<file path="config.mk">
export PLATFORM = sky130hd
export DESIGN_NAME = lfsr_input_conditioner
export DESIGN_NICKNAME = d
export VERILOG_FILES = /design/src/rtl/lfsr_input_conditioner_pkg.sv /design/src/rtl/debouncer.sv /design/src/rtl/lfsr_input_conditioner.sv
export SDC_FILE = /design/constraint.sdc
export NUM_CORES = 1
export LEC_CHECK = 0
export ABC_AREA = 1
export CORE_MARGIN = 5
export CORE_UTILIZATION = 30
export CTS_BUF_LIST = sky130_fd_sc_hd__clkbuf_4
export CTS_CLUSTER_SIZE = 8
export DETAILED_ROUTE_END_ITERATION = 16
export HOLD_SLACK_MARGIN = 0.02
export MAX_ROUTING_LAYER = met4
export PLACE_DENSITY = 0.47
export SYNTH_ARGS = -nofsm -noshare
export SYNTH_HDL_FRONTEND = slang
export SYNTH_SLANG_ARGS = --single-unit
</file>
<file path="constraint.sdc">
create_clock -name clk -period 1.7 [get_ports clk]
set_input_delay 0.425 -clock clk [delete_from_list [all_inputs] [get_ports clk]]
set_output_delay 0.425 -clock clk [all_outputs]
set_load 0.02 [all_outputs]
</file>
<file path="src/rtl/lfsr_input_conditioner_pkg.sv">
// Shared constants for the button/switch conditioner and the LFSR stage it feeds.
package lfsr_input_conditioner_pkg;

   localparam int unsigned LFSR_WIDTH          = 5;
   localparam int unsigned CLOCK_FREQ_DEFAULT  = 1000;
   localparam int unsigned DEBOUNCE_MS_DEFAULT = 20;

   // Number of clock cycles a synchronised level must persist to be accepted.
   function automatic int unsigned debounce_ticks(input int unsigned freq_hz,
                                                  input int unsigned window_ms);
      return (freq_hz * window_ms) / 1000;
   endfunction

endpackage

</file>
<file path="src/rtl/debouncer.sv">
// Single-input debouncer: accepts a new level after TICKS consecutive samples
// that differ from the current one, and strobes for one cycle on each accepted rise.
module debouncer #(
   parameter int unsigned TICKS = 4
) (
   input  logic clk,
   input  logic reset,
   input  logic in,
   output logic level,
   output logic rise,
   output logic rise_c
);

   localparam int unsigned   CW   = $clog2(TICKS + 1);
   localparam logic [CW-1:0] LAST = CW'(TICKS - 1);

   logic          stable_q, stable_d;
   logic [CW-1:0] cnt_q, cnt_d;
   logic          rise_q, rise_d;

   // Any sample equal to the accepted level restarts the count.
   always_comb begin
      stable_d = stable_q;
      cnt_d    = '0;
      rise_d   = 1'b0;
      if (in != stable_q) begin
         if (cnt_q == LAST) begin
            stable_d = in;
            rise_d   = in;
         end else begin
            cnt_d = cnt_q + CW'(1);
         end
      end
   end

   always_ff @(posedge clk) begin
      if (reset) begin
         stable_q <= 1'b0;
         cnt_q    <= '0;
         rise_q   <= 1'b0;
      end else begin
         stable_q <= stable_d;
         cnt_q    <= cnt_d;
         rise_q   <= rise_d;
      end
   end

   assign level  = stable_q;
   assign rise   = rise_q;
   // Lookahead of the strobe, so a consumer can capture data on the same edge.
   assign rise_c = rise_d;

endmodule

</file>
<file path="src/rtl/lfsr_input_conditioner.sv">
// Synchronises and debounces the LFSR load buttons and captures the switch word
// alongside each clean one-shot load strobe.
module lfsr_input_conditioner
   import lfsr_input_conditioner_pkg::*;
#(
   parameter int unsigned DATA_BITS   = LFSR_WIDTH,
   parameter int unsigned CLOCK_FREQ  = CLOCK_FREQ_DEFAULT,
   parameter int unsigned DEBOUNCE_MS = DEBOUNCE_MS_DEFAULT
) (
   input  logic                 clk,
   input  logic                 reset,
   input  logic                 btn_lfsr,
   input  logic                 btn_taps,
   input  logic [DATA_BITS-1:0] data_in,
   output logic                 load_lfsr,
   output logic                 load_taps,
   output logic [DATA_BITS-1:0] data_out,
   output logic [1:0]           btn_state
);

   localparam int unsigned DEBOUNCE_TICKS = debounce_ticks(CLOCK_FREQ, DEBOUNCE_MS);

   logic [1:0]           btn_meta_q, btn_sync_q;   // {taps, lfsr}
   logic [DATA_BITS-1:0] data_meta_q, data_sync_q;
   logic [DATA_BITS-1:0] data_out_q, data_out_d;
   logic                 lfsr_level, lfsr_rise, lfsr_rise_c;
   logic                 taps_level, taps_rise, taps_rise_c;

   // Two-flop synchronisers for every asynchronous pin.
   always_ff @(posedge clk) begin
      if (reset) begin
         btn_meta_q  <= '0;
         btn_sync_q  <= '0;
         data_meta_q <= '0;
         data_sync_q <= '0;
      end else begin
         btn_meta_q  <= {btn_taps, btn_lfsr};
         btn_sync_q  <= btn_meta_q;
         data_meta_q <= data_in;
         data_sync_q <= data_meta_q;
      end
   end

   debouncer #(.TICKS(DEBOUNCE_TICKS)) u_deb_lfsr (
      .clk    (clk),
      .reset  (reset),
      .in     (btn_sync_q[0]),
      .level  (lfsr_level),
      .rise   (lfsr_rise),
      .rise_c (lfsr_rise_c)
   );

   debouncer #(.TICKS(DEBOUNCE_TICKS)) u_deb_taps (
      .clk    (clk),
      .reset  (reset),
      .in     (btn_sync_q[1]),
      .level  (taps_level),
      .rise   (taps_rise),
      .rise_c (taps_rise_c)
   );

   // Simultaneous strobes share one captured word.
   always_comb begin
      data_out_d = data_out_q;
      if (lfsr_rise_c || taps_rise_c) begin
         data_out_d = data_sync_q;
      end
   end

   always_ff @(posedge clk) begin
      if (reset) begin
         data_out_q <= '0;
      end else begin
         data_out_q <= data_out_d;
      end
   end

   assign load_lfsr = lfsr_rise;
   assign load_taps = taps_rise;
   assign data_out  = data_out_q;
   assign btn_state = {taps_level, lfsr_level};

endmodule

</file>
* Yosys cells after proc, flatten, opt, wreduce, memory -nomap -nowiden
Index checks and enable logic that the tools add are counted.
** Cells by class
- Bitwise logic cells :: 2
- Reduce and logical (&&, ||, !) cells :: 5
- Muxes and demuxes :: 4
- Add/sub/neg operators :: 2
- Eq/ne operators :: 4
** Operators by type and width (number)
- 5-bit by 1-bit adder with 5-bit output, second input constant :: 2
- 5-bit == test, second input constant :: 2
- 3-bit OR reduction :: 2
- 1-bit two-way mux :: 4
- 2-bit AND reduction :: 2
- 1-bit != test :: 2
- 1-bit inverter :: 2
- 1-bit logical OR :: 1
** Word-level totals
- Register bits :: 33
- Input port bits :: 9

* Longest topological paths before layout
Gate-level depths: netlist (run 1).
- Word-level depth :: 4
- Depth in mapped cells :: 8

* Hierarchy
Synthesis (run 1) repeated with hierarchy kept, for this count alone.
** Unflattened totals
- Cells, all modules :: 173
- Area, all modules :: 1262.5 um^2
** Modules (own cells, without submodules)
- debouncer :: area each 322.8 um^2, instances 2, cells an instance 48
- lfsr_input_conditioner :: area each 616.8 um^2, instances 1, cells an instance 77

* Least setup slack after synthesis (run 1)
OpenSTA, ideal clock, no wires.
- Path kind :: register to register
- Start point :: register u_deb_taps.cnt_q[0]
- End point :: register data_out_q[0], in the netlist data_out[0]
- Setup time :: 0.115 ns
- Path buffers :: 1
- Clock period less this slack :: 1.202 ns
- Required time :: 1.585 ns
- Stages on the path, launching flop included :: 8
- Setup slack :: 0.498 ns
- Data arrival time :: 1.087 ns
- Cells stage by stage :: dfxtp_1 ha_1 inv_2 nor2_2 nand3_2 buf_6 a21oi_1 nor2_1
** On the way
- Word-level cells in the longest chain between the ends :: 4
** Ends and longest elaborated chain
- start: declaration :: line debouncer.sv:18 : logic [CW-1:0] cnt_q, cnt_d;
- start signal: assignment :: line debouncer.sv:43 : cnt_q <= cnt_d;
- 5-bit == test :: line debouncer.sv:27 : if (cnt_q == LAST) begin
- 1-bit two-way mux :: line debouncer.sv:27
- 1-bit two-way mux :: line debouncer.sv:26 : if (in != stable_q) begin
- 1-bit logical OR :: line lfsr_input_conditioner.sv:65 : if (lfsr_rise_c || taps_rise_c) begin
- end signal: assignment :: line lfsr_input_conditioner.sv:74 : data_out_q <= data_out_d;
- end: declaration :: line lfsr_input_conditioner.sv:25 : logic [DATA_BITS-1:0] data_out_q, data_out_d;
No other way between the ends.
A chain may end at the register's enable or synchronous reset.

* Worst setup path in the final report (run 1)
- Start point :: register u_deb_taps.stable_q, in the netlist u_deb_taps.level
- End point :: output btn_state[1]
** RTL lines
- start: declaration :: line debouncer.sv:17 : logic stable_q, stable_d;
- start signal: assignment :: line debouncer.sv:42 : stable_q <= stable_d;
- end: declaration :: line lfsr_input_conditioner.sv:18 : output logic [1:0] btn_state
No word-level cell between the ends.

==> results of run 1 <==
[cell usage after synthesis (all sizes together)]
cell and count:
nor2 36, dfxtp 33, inv 28, nand3 13, a21oi 8, nand2 8
buf 5, xor2 5, ha 2, o21ai 2, xnor2 2, clkbuf 1
nand4 1
[power breakdown]
group	internal, W	switching [W]
clock network	0.000213	0.000244
registers	0.000789	0.00000583
logic	0.0000255	0.0000220
total	0.00103	0.000272
[worst max-delay path by stage]
stage	startpoint	to	slack, ns	cells past startpoint
global route	u_deb_taps.level$_SDFFE_PP0P_	btn_state[1]	0.13	1
detailed placement	reset	u_deb_taps.cnt_q[4]$_SDFF_PP0_	0.17	4
finish	u_deb_taps.level$_SDFFE_PP0P_	btn_state[1]	0.20	1
floorplan	u_deb_taps.cnt_q[0]$_SDFF_PP0_	data_out[0]$_SDFFE_PP0P_	0.50	7
CTS	u_deb_taps.rise$_SDFF_PP0_	load_taps	0.005	1
global placement	reset	u_deb_taps.cnt_q[4]$_SDFF_PP0_	0.22	4
[layer usage]
layer / up-vias / share of wire / GRT usage
met2: 17 / 0.44 / 0.125
met4: 0 / 0.018 / 0.0483
met3: 4 / 0.065 / 0.0492
met5: - / 0 / -
met1: 361 / 0.48 / 0.0962
li1: 467 / - / -
[layout make-up]
| type | count | area [µm²] | share of cell area |
|---|---|---|---|
| sequential | 33 | 661 | 0.450 |
| multi-input combinational | 77 | 405 | 0.276 |
| timing repair buffer | 18 | 174 | 0.118 |
| inverter | 28 | 105 | 0.0716 |
| tap | 50 | 62.6 | 0.0426 |
| clock buffer | 8 | 60.1 | 0.0409 |
[logic make-up (layout without fill, tap and decap cells)]
family,after synthesis,count (layout),share of synthesized area
simple gates,58,58,0.221
fa+ha+maj,2,2,0.0205
xor+xnor,7,7,0.0503
flops,33,33,0.542
compound gates,10,10,0.0410
buf+inv,34,54,0.126
[repair_timing]
action / in CTS / in global routing
endpoints found under the hold margin: 0 / 0
setup endpoints to repair: 7 / 2
gates cloned: 0 / 0
hold buffers: 0 / 0
gates resized for setup: 7 / 2
[registers in the layout, indices dropped and copies added (netlist names)]
register,cells
u_deb_taps.cnt_q,5
btn_meta_q,2
u_deb_taps.level,1
u_deb_lfsr.rise,1
u_deb_lfsr.cnt_q,5
u_deb_taps.rise,1
data_sync_q,5
btn_sync_q,2
data_meta_q,5
u_deb_lfsr.level,1
data_out,5
[stage by stage]
stage | hold WS [ns] | setup WS [ns] | cell area, µm² | utilization | instances
after floorplan | 0.388 | 0.498 | 1220 | - | 144
after global placement | 0.392 | 0.221 | 1410 | 0.355 | 206
after detailed placement | 0.397 | 0.174 | 1410 | 0.355 | 206
after CTS | 0.406 | 0.00529 | 1460 | 0.368 | 214
after global routing | 0.421 | 0.133 | 1470 | 0.370 | 214
final | 0.407 | 0.199 | 1470 | 0.370 | 214
[cell usage in the layout (no fill, tap or decap)]
| master | netlist | final |
|---|---|---|
| ha_1 | 2 | 2 |
| clkdlybuf4s50_1 | 0 | 8 |
| nand4_1 | 1 | 1 |
| dlymetal6s2s_1 | 0 | 2 |
| dfxtp_1 | 33 | 33 |
| o21ai_0 | 2 | 2 |
| clkbuf_4 | 0 | 8 |
| nand2_1 | 8 | 8 |
| nor2_1 | 33 | 33 |
| xor2_1 | 5 | 5 |
| nand3_2 | 5 | 5 |
| nor2_2 | 3 | 3 |
| xnor2_1 | 2 | 2 |
| buf_4 | 3 | 1 |
| nand3_1 | 8 | 8 |
| inv_2 | 1 | 1 |
| inv_1 | 27 | 27 |
| dlygate4sd2_1 | 0 | 7 |
| a21oi_1 | 8 | 8 |
==> results.json, run 1 <==
{
  "die_h_um": 73.8,
  "fillers": 440,
  "antenna_found_initial": 0,
  "syn_to_final_growth_pct": 20.3,
  "hp-class": "reg2reg",
  "synth_cell_types": 17,
  "path_max_fanout": 4,
  "hold_end": "btn_sync_q[0]$_SDFF_PP0_",
  "die_area_um2": 5440,
  "max_slew_margin": 0.816,
  "ctsLongestPathBuffers": 2,
  "totalWireLength_mm": 1.98,
  "ys_warn_count": 0,
  "ant_nets": 0,
  "rsz0062_at_grt": "no",
  "start_util": 0.307,
  "die_w_um": 73.8,
  "synth.yosys.seq_area_share": 0.542,
  "p_total_w": 0.00130,
  "r2r_slack_ns": 0.31,
  "cp.required_ns": 1.27,
  "hold_depth": 2,
  "cts_buffers": 5,
  "synth_nets": 155,
  "synthTopCellsByArea": "dfxtp_1 54%, nor2_1 10%, inv_1 8.3%",
  "dpl.hpwl_mm": 1.42,
  "status": "completed",
  "fp-row-count": 23,
  "n_antenna_cell": 0,
  "rr_startpoint": "u_deb_taps.cnt_q[0]$_SDFF_PP0_",
  "grt_max_degree": 19,
  "syn_inst": 144,
  "fin_skew_ns": 0.00218,
  "avgRoutedWirePerCell_um": 9.24,
  "cp_data_arrival_time_ns": 1.08,
  "clk_pin_slew_worst_paths_ns": 0.09,
  "nNetsFinal": 174,
  "finalSetupViolCount": 0,
  "crit_chain": "dlygate4sd2_1",
  "synth_top_area_frac": 0.542,
  "yosys.area.top_type": "dfxtp_1",
  "end_kind": "primary output",
  "io_buffers": 17,
  "hold_viol": 0,
  "vias": 849,
  "gp_congestion": 0.745,
  "timing.fmax_mhz": 666,
  "core_area_um2": 3970,
  "clock-sinks": 33,
  "critPathMaxStageDelay_ns": 0.40,
  "viasPerCell": 3.97,
  "hp-start": "btn_meta_q[0]$_SDFF_PP0_",
  "synth_area_um2": 1220,
  "cts_tree": "done",
  "ctsRootBufferMaster": "clkbuf_4",
  "maxCapViolations": 0,
  "drv_slew": 0,
  "timing.rr.end": "data_out[3]$_SDFFE_PP0P_",
  "path_class": "reg2out",
  "crit_buf_inv": 1,
  "synth.avg_cell_area_um2": 8.47,
  "drc_errors": 0,
  "tightestPinTransition_ns": 0.276,
  "ys_ff_latch": 33,
  "overflow": 0,
  "track_usage": 0.0878,
  "leakagePower_nw": 0.729,
  "min_period_ns": 1.50,
  "htree_levels": 2,
  "tns_ns": 0,
  "drt-pass1-iter-count": 2,
  "cts_setup_buffers": 0,
  "drt_iter0_markers": 38,
  "slowest_stage": "dfxtp_1",
  "fin_crit_sh": 0.883,
  "ios": 18,
  "power_density_nw_per_um2": 885,
  "grt_pass1_wl_mm": 3.39,
  "clock_latency_ns": 0.33,
  "crit_path_start_kind": "register",
  "ir_worst_vdd_uv": 472,
  "worstRegToRegCells": 6,
  "grt_pass1_vias": 766,
  "drive_above_1_share": 0.110,
  "crit_family": "flip-flops"
}
No activity file was read; power rests on OpenSTA's default activity.
==> inputs of run 2 (changes only) <==
- CELL_PAD_IN_SITES_DETAIL_PLACEMENT: unset -> 0
- CELL_PAD_IN_SITES_GLOBAL_PLACEMENT: unset -> 2
- PLACE_DENSITY: 0.47 -> 0.72
==> run 2 against run 1 <==
  * Count of clock-buffer cells in the layout fell by 2
  * Core utilization fell by 0.28 points
  * Sequential cell count did not move
  * Non-clock buffer count did not move
  * Combinational power barely moved
  * Sequential share of layout area rose by 0.35 points
  * Via count rose by 0.59%
  * Design area fell by 0.77%
  * Worst setup slack got worse by 0.0060 ns
  * First-iteration DRC count fell by 5.3%
  * Clock skew rose by 0.0011 ns
==> results.json, run 2 (same netlist as run 1, synthesis figures left out) <==
{
  "status": "completed",
  "hp-class": "reg2reg",
  "tns_ns": 0,
  "placed_cells": 206,
  "leakagePower_nw": 0.721,
  "cts_setup_buffers": 0,
  "fin_ws_ns": 0.193,
  "core_area_um2": 3970,
  "syn_to_final_growth_pct": 19.4,
  "hold_viol": 0,
  "drive_above_1_share": 0.0982,
  "track_usage": 0.0853,
  "drc_errors": 0,
  "overflow": 0,
  "ant_nets": 0,
  "pre_cts_ws_ns": 0.186,
  "drt_iter0_markers": 36,
  "fin_skew_ns": 0.00325,
  "crit_path_start_kind": "register",
  "vias": 854,
  "die_h_um": 73.8,
  "ir_worst_vdd_uv": 361,
  "gp_congestion": 0.710,
  "slowest_stage": "dfxtp_1",
  "die_area_um2": 5440,
  "start_util": 0.307,
  "path_max_fanout": 4,
  "antenna_found_initial": 0,
  "fin_crit_sh": 0.886,
  "clock_latency_ns": 0.32,
  "power_density_nw_per_um2": 857,
  "cts_tree": "done",
  "ios": 18,
  "crit_family": "flip-flops",
  "maxCapViolations": 0,
  "hold_depth": 2,
  "critPathMaxStageDelay_ns": 0.40,
  "io_buffers": 17,
  "path_depth": 1,
  "clk_pin_slew_worst_paths_ns": 0.09,
  "n_antenna_cell": 0,
  "die_w_um": 73.8,
  "finalSetupViolCount": 0,
  "clock-sinks": 33,
  "htree_levels": 2,
  "fp-row-count": 23,
  "totalWireLength_mm": 1.94,
  "rsz0062_at_grt": "no",
  "grt_pass1_vias": 828,
  "cts_resized": 7,
  "ctsLongestPathBuffers": 2,
  "min_period_ns": 1.51,
  "drt-pass1-iter-count": 4,
  "ctsHoldBuffers": 0,
  "cts_buffers": 5,
  "grt_pass1_wl_mm": 3.41,
  "viasPerCell": 4.01,
  "worstRegToRegCells": 6,
  "timing.fmax_mhz": 664,
  "stdcell_count": 213,
  "nNetsFinal": 174,
  "avgRoutedWirePerCell_um": 9.11,
  "crit_chain": "dlygate4sd2_1",
  "end_kind": "primary output",
  "path_class": "reg2out",
  "ctsRootBufferMaster": "clkbuf_4",
  "max_slew_margin": 0.813,
  "grt_max_degree": 19,
  "dpl.hpwl_mm": 1.38,
  "drv_slew": 0,
  "crit_buf_inv": 1,
  "cp_data_arrival_time_ns": 1.08,
  "final_cell_mix": "33 x nor2_1, 33 x dfxtp_1, 27 x inv_1",
  "cp.required_ns": 1.27,
  "tightestPinTransition_ns": 0.280
}
## run 2: routing by layer
metal,vias to the layer above,track usage,share of wire
li1,462,-,-
met1,367,0.0915,0.47
met2,19,0.131,0.44
met3,6,0.0328,0.056
met4,0,0.0543,0.026
met5,-,-,0
## run 2: area by class of cell
cell class / instances / area, µm²
repair buffers: 18 / 174
inverters: 28 / 105
well taps: 50 / 62.6
multi-input cells: 77 / 405
clock buffers: 6 / 45.0
clock inverters: 1 / 3.75
fillers: 433 / 2510
flip-flops and latches: 33 / 661
## run 2: final timing paths
check | startpoint | endpoint | slack [ns]
setup / recovery | u_deb_taps.level$_SDFFE_PP0P_ | btn_state[1] | 0.19
hold / removal | data_meta_q[4]$_SDFF_PP0_ | data_sync_q[4]$_SDFF_PP0_ | 0.41
setup reg to reg | u_deb_lfsr.cnt_q[0]$_SDFF_PP0_ | data_out[1]$_SDFFE_PP0P_ | 0.28
hold reg to reg | data_meta_q[4]$_SDFF_PP0_ | data_sync_q[4]$_SDFF_PP0_ | 0.41
## run 2: per-stage QoR
| step | util | power, W | hold slack (ns) | area [µm²] |
|---|---|---|---|---|
| after floorplan | - | 0.000837 | 0.388 | 1220 |
| after global placement | 0.355 | 0.000860 | 0.392 | 1410 |
| after detailed placement | 0.355 | 0.000862 | 0.395 | 1410 |
| after CTS | 0.365 | 0.00128 | 0.409 | 1450 |
| after global routing | 0.367 | 0.00131 | 0.422 | 1460 |
| final | 0.367 | 0.00125 | 0.406 | 1460 |
## run 2: where the power goes
| part | switching [W] | leakage (nW) | internal (W) |
|---|---|---|---|
| clock network | 0.000240 | 0.0292 | 0.000166 |
| registers | 0.00000560 | 0.269 | 0.000789 |
| logic | 0.0000217 | 0.423 | 0.0000255 |
| total | 0.000267 | 0.721 | 0.000981 |
==> inputs of run 3 (changes only) <==
- TNS_END_PERCENT: unset -> 10
==> results of run 3 <==
Final layout, timing and power as in run 2 (identical DEF).
